===== config.mk =====
export PLATFORM = sky130hd
export DESIGN_NAME = uncache_axi_bridge
export DESIGN_NICKNAME = d
export VERILOG_FILES = /design/src/rtl/uncache_axi_bridge.sv
export SDC_FILE = /design/constraint.sdc
export NUM_CORES = 1
export LEC_CHECK = 0
export CAP_MARGIN = 10
export CELL_PAD_IN_SITES_DETAIL_PLACEMENT = 1
export CELL_PAD_IN_SITES_GLOBAL_PLACEMENT = 2
export CORE_ASPECT_RATIO = 1.25
export CORE_UTILIZATION = 24
export DETAILED_ROUTE_END_ITERATION = 10
export MAX_ROUTING_LAYER = met4
export PLACE_DENSITY_LB_ADDON = 0.08
export SLEW_MARGIN = 10
export SYNTH_ARGS = -nofsm -noshare
export SYNTH_HDL_FRONTEND = slang
export SYNTH_SLANG_ARGS = --single-unit

===== constraint.sdc =====
create_clock -name clk -period 3.4 [get_ports clk]
set_input_delay 0.68 -clock clk [delete_from_list [all_inputs] [get_ports clk]]
set_output_delay 0.68 -clock clk [all_outputs]
set_load 0.1 [all_outputs]

===== src/rtl/uncache_axi_bridge.sv =====
// Single-beat AXI4 master for the uncached access held by the tag stage; registered refresh 3 edges after accept at best.
// Every valid is held until its handshake, and bready/rready are raised only once the request side has completed.
module uncache_axi_bridge #(
    parameter int unsigned     ID_W   = 4,
    parameter logic [ID_W-1:0] AXI_ID = ID_W'(1)
) (
    input  logic            clk,
    input  logic            resetn,

    // request from the uncache tag stage
    input  logic            axi_en,
    input  logic [3:0]      axi_wsel,
    input  logic [31:0]     axi_addr,
    input  logic [31:0]     axi_wdata,
    output logic [31:0]     axi_rdata,
    output logic            refresh,
    output logic            resp_err,

    // AR channel
    output logic [ID_W-1:0] arid,
    output logic [31:0]     araddr,
    output logic [7:0]      arlen,
    output logic [2:0]      arsize,
    output logic [1:0]      arburst,
    output logic            arlock,
    output logic [3:0]      arcache,
    output logic [2:0]      arprot,
    output logic            arvalid,
    input  logic            arready,

    // R channel
    input  logic [ID_W-1:0] rid,
    input  logic [31:0]     rdata,
    input  logic [1:0]      rresp,
    input  logic            rlast,
    input  logic            rvalid,
    output logic            rready,

    // AW channel
    output logic [ID_W-1:0] awid,
    output logic [31:0]     awaddr,
    output logic [7:0]      awlen,
    output logic [2:0]      awsize,
    output logic [1:0]      awburst,
    output logic            awlock,
    output logic [3:0]      awcache,
    output logic [2:0]      awprot,
    output logic            awvalid,
    input  logic            awready,

    // W channel
    output logic [ID_W-1:0] wid,
    output logic [31:0]     wdata,
    output logic [3:0]      wstrb,
    output logic            wlast,
    output logic            wvalid,
    input  logic            wready,

    // B channel
    input  logic [ID_W-1:0] bid,
    input  logic [1:0]      bresp,
    input  logic            bvalid,
    output logic            bready
);

    typedef enum logic [2:0] {
        IDLE,
        RD_A,
        RD_D,
        WR_AW,
        WR_B,
        DONE
    } state_t;

    state_t      state_q;
    logic [31:0] addr_q;
    logic [3:0]  strb_q;
    logic [31:0] wdata_q;
    logic [31:0] rdata_q;
    logic        arvalid_q;
    logic        rready_q;
    logic        awvalid_q;
    logic        wvalid_q;
    logic        bready_q;
    logic        aw_done_q;
    logic        w_done_q;
    logic        refresh_q;
    logic        resp_err_q;

    logic        aw_hs;
    logic        w_hs;
    logic        aw_ok;
    logic        w_ok;
    logic [2:0]  awsize_c;

    // IDs of responses are not checked: only one transaction is ever outstanding
    logic        unused_rsp;
    assign unused_rsp = ^{rid, rlast, bid};

    assign aw_hs = awvalid_q & awready;
    assign w_hs  = wvalid_q & wready;
    assign aw_ok = aw_done_q | aw_hs;
    assign w_ok  = w_done_q | w_hs;

    // Narrowest size that covers the strobe; scattered patterns fall back to a full word
    always_comb begin
        awsize_c = 3'b010;
        case (strb_q)
            4'b0001, 4'b0010, 4'b0100, 4'b1000: awsize_c = 3'b000;
            4'b0011, 4'b1100:                   awsize_c = 3'b001;
            default:                            awsize_c = 3'b010;
        endcase
    end

    always_ff @(posedge clk or negedge resetn) begin
        if (!resetn) begin
            state_q    <= IDLE;
            addr_q     <= 32'd0;
            strb_q     <= 4'd0;
            wdata_q    <= 32'd0;
            rdata_q    <= 32'd0;
            arvalid_q  <= 1'b0;
            rready_q   <= 1'b0;
            awvalid_q  <= 1'b0;
            wvalid_q   <= 1'b0;
            bready_q   <= 1'b0;
            aw_done_q  <= 1'b0;
            w_done_q   <= 1'b0;
            refresh_q  <= 1'b0;
            resp_err_q <= 1'b0;
        end else begin
            refresh_q <= 1'b0;
            case (state_q)
                IDLE: begin
                    if (axi_en) begin
                        addr_q     <= axi_addr;
                        strb_q     <= axi_wsel;
                        wdata_q    <= axi_wdata;
                        resp_err_q <= 1'b0;
                        aw_done_q  <= 1'b0;
                        w_done_q   <= 1'b0;
                        if (axi_wsel == 4'b0000) begin
                            arvalid_q <= 1'b1;
                            state_q   <= RD_A;
                        end else begin
                            awvalid_q <= 1'b1;
                            wvalid_q  <= 1'b1;
                            state_q   <= WR_AW;
                        end
                    end
                end
                RD_A: begin
                    if (arvalid_q && arready) begin
                        arvalid_q <= 1'b0;
                        rready_q  <= 1'b1;
                        state_q   <= RD_D;
                    end
                end
                RD_D: begin
                    if (rvalid && rready_q) begin
                        rdata_q    <= rdata;
                        resp_err_q <= |rresp;
                        rready_q   <= 1'b0;
                        refresh_q  <= 1'b1;
                        state_q    <= DONE;
                    end
                end
                WR_AW: begin
                    // AW and W complete independently; the done flags stop re-issue
                    if (aw_hs) begin
                        awvalid_q <= 1'b0;
                        aw_done_q <= 1'b1;
                    end
                    if (w_hs) begin
                        wvalid_q <= 1'b0;
                        w_done_q <= 1'b1;
                    end
                    if (aw_ok && w_ok) begin
                        bready_q <= 1'b1;
                        state_q  <= WR_B;
                    end
                end
                WR_B: begin
                    if (bvalid && bready_q) begin
                        resp_err_q <= |bresp;
                        bready_q   <= 1'b0;
                        refresh_q  <= 1'b1;
                        state_q    <= DONE;
                    end
                end
                DONE: begin
                    // axi_en is still high here; the tag stage drops it on this edge
                    state_q <= IDLE;
                end
                default: begin
                    state_q <= IDLE;
                end
            endcase
        end
    end

    assign axi_rdata = rdata_q;
    assign refresh   = refresh_q;
    assign resp_err  = resp_err_q;

    assign arid      = AXI_ID;
    assign araddr    = addr_q;
    assign arlen     = 8'd0;
    assign arsize    = 3'b010;
    assign arburst   = 2'b01;
    assign arlock    = 1'b0;
    assign arcache   = 4'd0;
    assign arprot    = 3'd0;
    assign arvalid   = arvalid_q;
    assign rready    = rready_q;

    assign awid      = AXI_ID;
    assign awaddr    = addr_q;
    assign awlen     = 8'd0;
    assign awsize    = awsize_c;
    assign awburst   = 2'b01;
    assign awlock    = 1'b0;
    assign awcache   = 4'd0;
    assign awprot    = 3'd0;
    assign awvalid   = awvalid_q;

    assign wid       = AXI_ID;
    assign wdata     = wdata_q;
    assign wstrb     = strb_q;
    assign wlast     = 1'b1;
    assign wvalid    = wvalid_q;
    assign bready    = bready_q;

endmodule


# Word-level counts from Yosys, hierarchy flattened
# Index checks and enable logic that the tools add are counted.
[word_totals]
regBits = 112
inputBits = 121
[op_classes]
n_eq_ne = 19
mux = 35
bitwise = 4
reduce_logical = 26
[ops]
columns = ["op", "count"]
rows = [
  ["2-to-1 mux 1 bit", 18],
  ["inequality test 2 bit, second input constant", 9],
  ["one-hot mux 1 bit (2 select lines)", 8],
  ["AND reduction 4 bit", 4],
  ["2-to-1 mux 3 bit", 5],
  ["one-hot mux 3 bit (5 select lines)", 1],
  ["AND reduction 3 bit", 4],
  ["equality test 4 x 2 -> 1 bit, second input constant", 2],
  ["equality test 4 bit, second input constant", 2],
  ["nonzero test 2 bit", 4],
  ["equality test 3 x 2 -> 1 bit, second input constant", 2],
  ["OR reduction 2 bit", 3],
  ["AND reduction 5 bit", 1],
  ["equality test 4 x 1 -> 1 bit, second input constant", 1],
  ["equality test 4 x 3 -> 1 bit, second input constant", 1],
  ["logical AND 1 bit", 4],
  ["logical NOT 4 bit", 1],
  ["one-hot mux 2 bit (2 select lines)", 1],
  ["AND reduction 2 bit", 2],
  ["OR reduction 4 bit", 1],
  ["equality test 3 x 1 -> 1 bit, second input constant", 1],
  ["equality test 3 bit, second input constant", 1],
  ["logical NOT 3 bit", 1],
  ["one-hot mux 1 bit (3 select lines)", 1],
  ["4 further kinds", 6],
]

# Longest topological paths before layout
[depth]
depth_word = 5
depth_mapped = 7
depth_no_buf = 4

# Least setup slack after synthesis
# No wires, ideal clock.
[synth_path]
kind = "register -> output"
from = "reg strb_q[2] (netlist: wstrb[2])"
to = "out awsize[1]"
arrival_ps = 2725
t_required_ps = 2720
setup_slack_ps = -5
path_stages_with_launch = 3
path_buffers = 0
cell_sequence = "dfrtp_1 > nor2_1 > xnor2_1"
[synth_via]
elab_chain_cells = 3
[synth_rtl]
columns = ["element", "line_no", "rtl"]
rows = [
  ["from (decl)", "77", "logic [3:0] strb_q;"],
  ["from (signal assigned)", "137", "strb_q <= axi_wsel;"],
  ["equality test 4 x 1 -> 1 bit (tied with other cells)", "108", "case (strb_q)"],
  ["OR reduction 4 bit or OR reduction 2 bit (tied branches)", "108", ""],
  ["one-hot mux 2 bit (2 select lines) *", "108", ""],
  ["to (decl)", "43", "output logic [2:0] awsize,"],
]
# Mark *: on every way between the ends. The rest lies on a longest branch, timed or not.

# Final worst setup path
[layout_path]
from = "reg wdata_q[22] (netlist: wdata[22])"
to = "out wdata[22]"
[layout_lines]
columns = ["element", "line_no", "rtl"]
rows = [
  ["from (decl)", "78", "logic [31:0] wdata_q;"],
  ["from (signal assigned)", "138", "wdata_q <= axi_wdata;"],
  ["to (decl)", "53", "output logic [31:0] wdata,"],
]
# No word-level cell between the ends.

==> results.py <==
metrics = {
    "setup_path": {
        "cp_max_fo": 2,
        "worstSetupPathType": "reg2out",
        "critPathCaptureType": "output pin",
        "cp-start-kind": "flop",
        "cp_cell_sequence": "clkdlybuf4s50_1",
        "ff2ff_path_depth": 4,
        "path_buf_inv": 1,
        "max_stage_delay_ps": 1170,
        "cp.required_ps": 2720,
        "worst_path_max_delay_cell": "clkdlybuf4s50_1",
        "path_depth": 1,
        "crit_arrival_ps": 1900,
        "path_delay_family": "buffers and inverters",
    },
    "global_routing": {
        "grt_pass1_wl_mm": 21.42,
        "grt_max_degree": 58,
        "grt-ovfl-total": 0,
        "track_usage_pct": 13.37,
        "antenna_found_initial": 0,
        "grt_pass1_vias": 3682,
    },
    "timing": {
        "fmax_mhz": 388.3,
        "setup_slack_ps": 824.9,
        "hold_viol_final": 0,
        "finalSetupViolCount": 0,
        "period_share_pct": 75.74,
        "skew_ps": 10.85,
        "worst_pin_slew_ps": 1022,
        "rsz0062_at_grt": "no",
        "fin_tns_setup_ps": 0,
        "slew_violations": 0,
        "period_needed_ps": 2575,
        "relSlewSlack_pct": 31.67,
    },
    "route": {
        "routed_wirelength_mm": 14.06,
        "ant_nets": 0,
        "first_iter_violations": 81,
        "via_count": 3555,
        "drcViolationCount": 0,
        "route.detailed.wl_per_inst_um": 16.01,
        "vias_per_cell": 4.049,
        "first_pass_iters": 3,
    },
    "synthesis": {
        "synth_top_area_share_pct": 54.82,
        "avgSynthCellArea_um2": 13.45,
        "seq_area_frac_synth_pct": 54.82,
        "yosysWarnings": 0,
        "synth_top_cell_by_area": "dfrtp_1",
        "synthCells": 380,
        "synth_top_cells_by_area": "dfrtp_1, mux2_2, buf_4",
        "yosysUniqueCellTypes": 36,
        "ys_ff_latch": 112,
        "netlist_area_um2": 5112,
    },
    "layout": {
        "seq_area_um2": 2803,
        "diodes": 0,
        "mostFrequentLayoutCells": "clkdlybuf4s50_1, dfrtp_1, buf_4",
        "final_common_cell": "clkdlybuf4s50_1",
        "drive_above_1_share_pct": 30.79,
        "fillers": 2254,
        "fin_nets": 721,
        "multi_input_comb_area_um2": 1717,
        "area_growth_pct": 47.14,
    },
    "die": {
        "die_area_um2": 21890,
        "initial_utilization_pct": 24.56,
        "coreArea_um2": 20820,
        "rows": 59,
        "die_h_um": 165.2,
        "die_width_um": 132.5,
        "io_pins": 315,
    },
    "place": {
        "dp_hpwl_mm": 10.81,
        "io_buffers": 252,
        "globalplace.congestion": 0.7609,
        "pre_cts_slack_ps": 837.5,
    },
    "clock_network": {
        "cts_max_path_buffers": 2,
        "h-tree-depth": 3,
        "ctsResizeCount": 0,
        "clkSinkCount": 112,
        "cts_setup_buffers": 0,
        "clkLatencyLatePin_ps": 350,
        "clk_pin_slew_ps": 80,
        "numCtsBuffers": 9,
        "cts_tree": "yes",
        "hold_buffers": 0,
        "cts_root_buffer": "clkbuf_16",
    },
    "power_and_ir_drop": {
        "ir_drop_mv": 0.2083,
        "power_uw": 2758,
        "leakage_uw": 0.003683,
        "p_per_area_nw_per_um2": 366.6,
    },
    "run_status": {
        "status": "finished clean",
    },
    "worst_hold_path": {
        "hold_path_class": "in2async",
    },
    "job": {
        "maxCapViolCount": 0,
    },
}
-- worst paths after layout --
check / startpoint / to / slack, ps
setup / recovery: wdata[22]$_DFFE_PN0P_ / wdata[22] / 820
hold / removal: resetn / araddr[16]$_DFFE_PN0P_ / 390
setup reg to reg: state_q[0]$_DFFE_PN0P_ / araddr[2]$_DFFE_PN0P_ / 1380
hold reg to reg: wdata[1]$_DFFE_PN0P_ / wdata[1]$_DFFE_PN0P_ / 500
max in group asynchronous: resetn / axi_rdata[14]$_DFFE_PN0P_ / 2120
min in group clk: wdata[1]$_DFFE_PN0P_ / wdata[1]$_DFFE_PN0P_ / 500
-- cell families after synthesis --
kind of cell	after synthesis	share of synthesized area, %
DFF	112	54.82
buffers and inverters	103	15.54
muxes	101	22.25
and+or+nand+nor	38	3.965
AOI/OAI and AO/OA	23	3.108
other	2	0.1469
xor gates and xnor gates	1	0.1713
-- layer usage --
metal / vias to the layer above / wire length (µm) / track usage [%]
li1: 1603 / - / -
met1: 1757 / 5656 / 15.73
met2: 182 / 7313 / 22.30
met3: 13 / 864 / 2.930
met4: 0 / 220 / 5.329
met5: - / 0 / -
-- stage by stage --
stage / utilization, % / instances / instance area (µm²) / hold slack, ps
floorplan: - / 431 / 5311 / 384.4
global placement: 34.84 / 863 / 7253 / 473.4
detailed placement: 34.84 / 863 / 7253 / 478.9
CTS: 36.13 / 878 / 7522 / 425.0
global route: 36.13 / 878 / 7522 / 451.8
finish: 36.13 / 878 / 7522 / 393.1
-- flip-flops by register name, summed over array words and instances, names as in the netlist, 3 cells and up --
name,count
araddr,32
axi_rdata,32
state_q,3
wdata,32
wstrb,4
-- final cells by class --
class	instances	share of cell area, %
clock buffers	9	2.994
clock inverters	6	0.5822
inverters	3	0.1497
multi-input cells	216	22.82
flip-flops and latches	112	37.26
well taps	274	4.558
repair buffers	258	31.64
-- where the power goes --
group          internal, µW  switching [µW]
logic                   115             302
clock network           498             507
registers              1330            3.56
-- cells in the mapped netlist, drive strengths merged --
cell type  count
dfrtp        112
mux2         101
buf           99
nand2         10
nor2           8
o21ai          6
a21oi          4
nand3          4
inv            3
nor2b          3
nor3           3
o22ai          3
a21o           2
conb           2
nand2b         2
nand3b         2
o22a           2
a2111o         1
a22o           1
a311o          1
a31o           1
a31oi          1
a41oi          1
and2           1
and2b          1
clkbuf         1
nand4          1
nor3b          1
nor4           1
or3b           1
xnor2          1
Power figures use the tool's default switching activity.
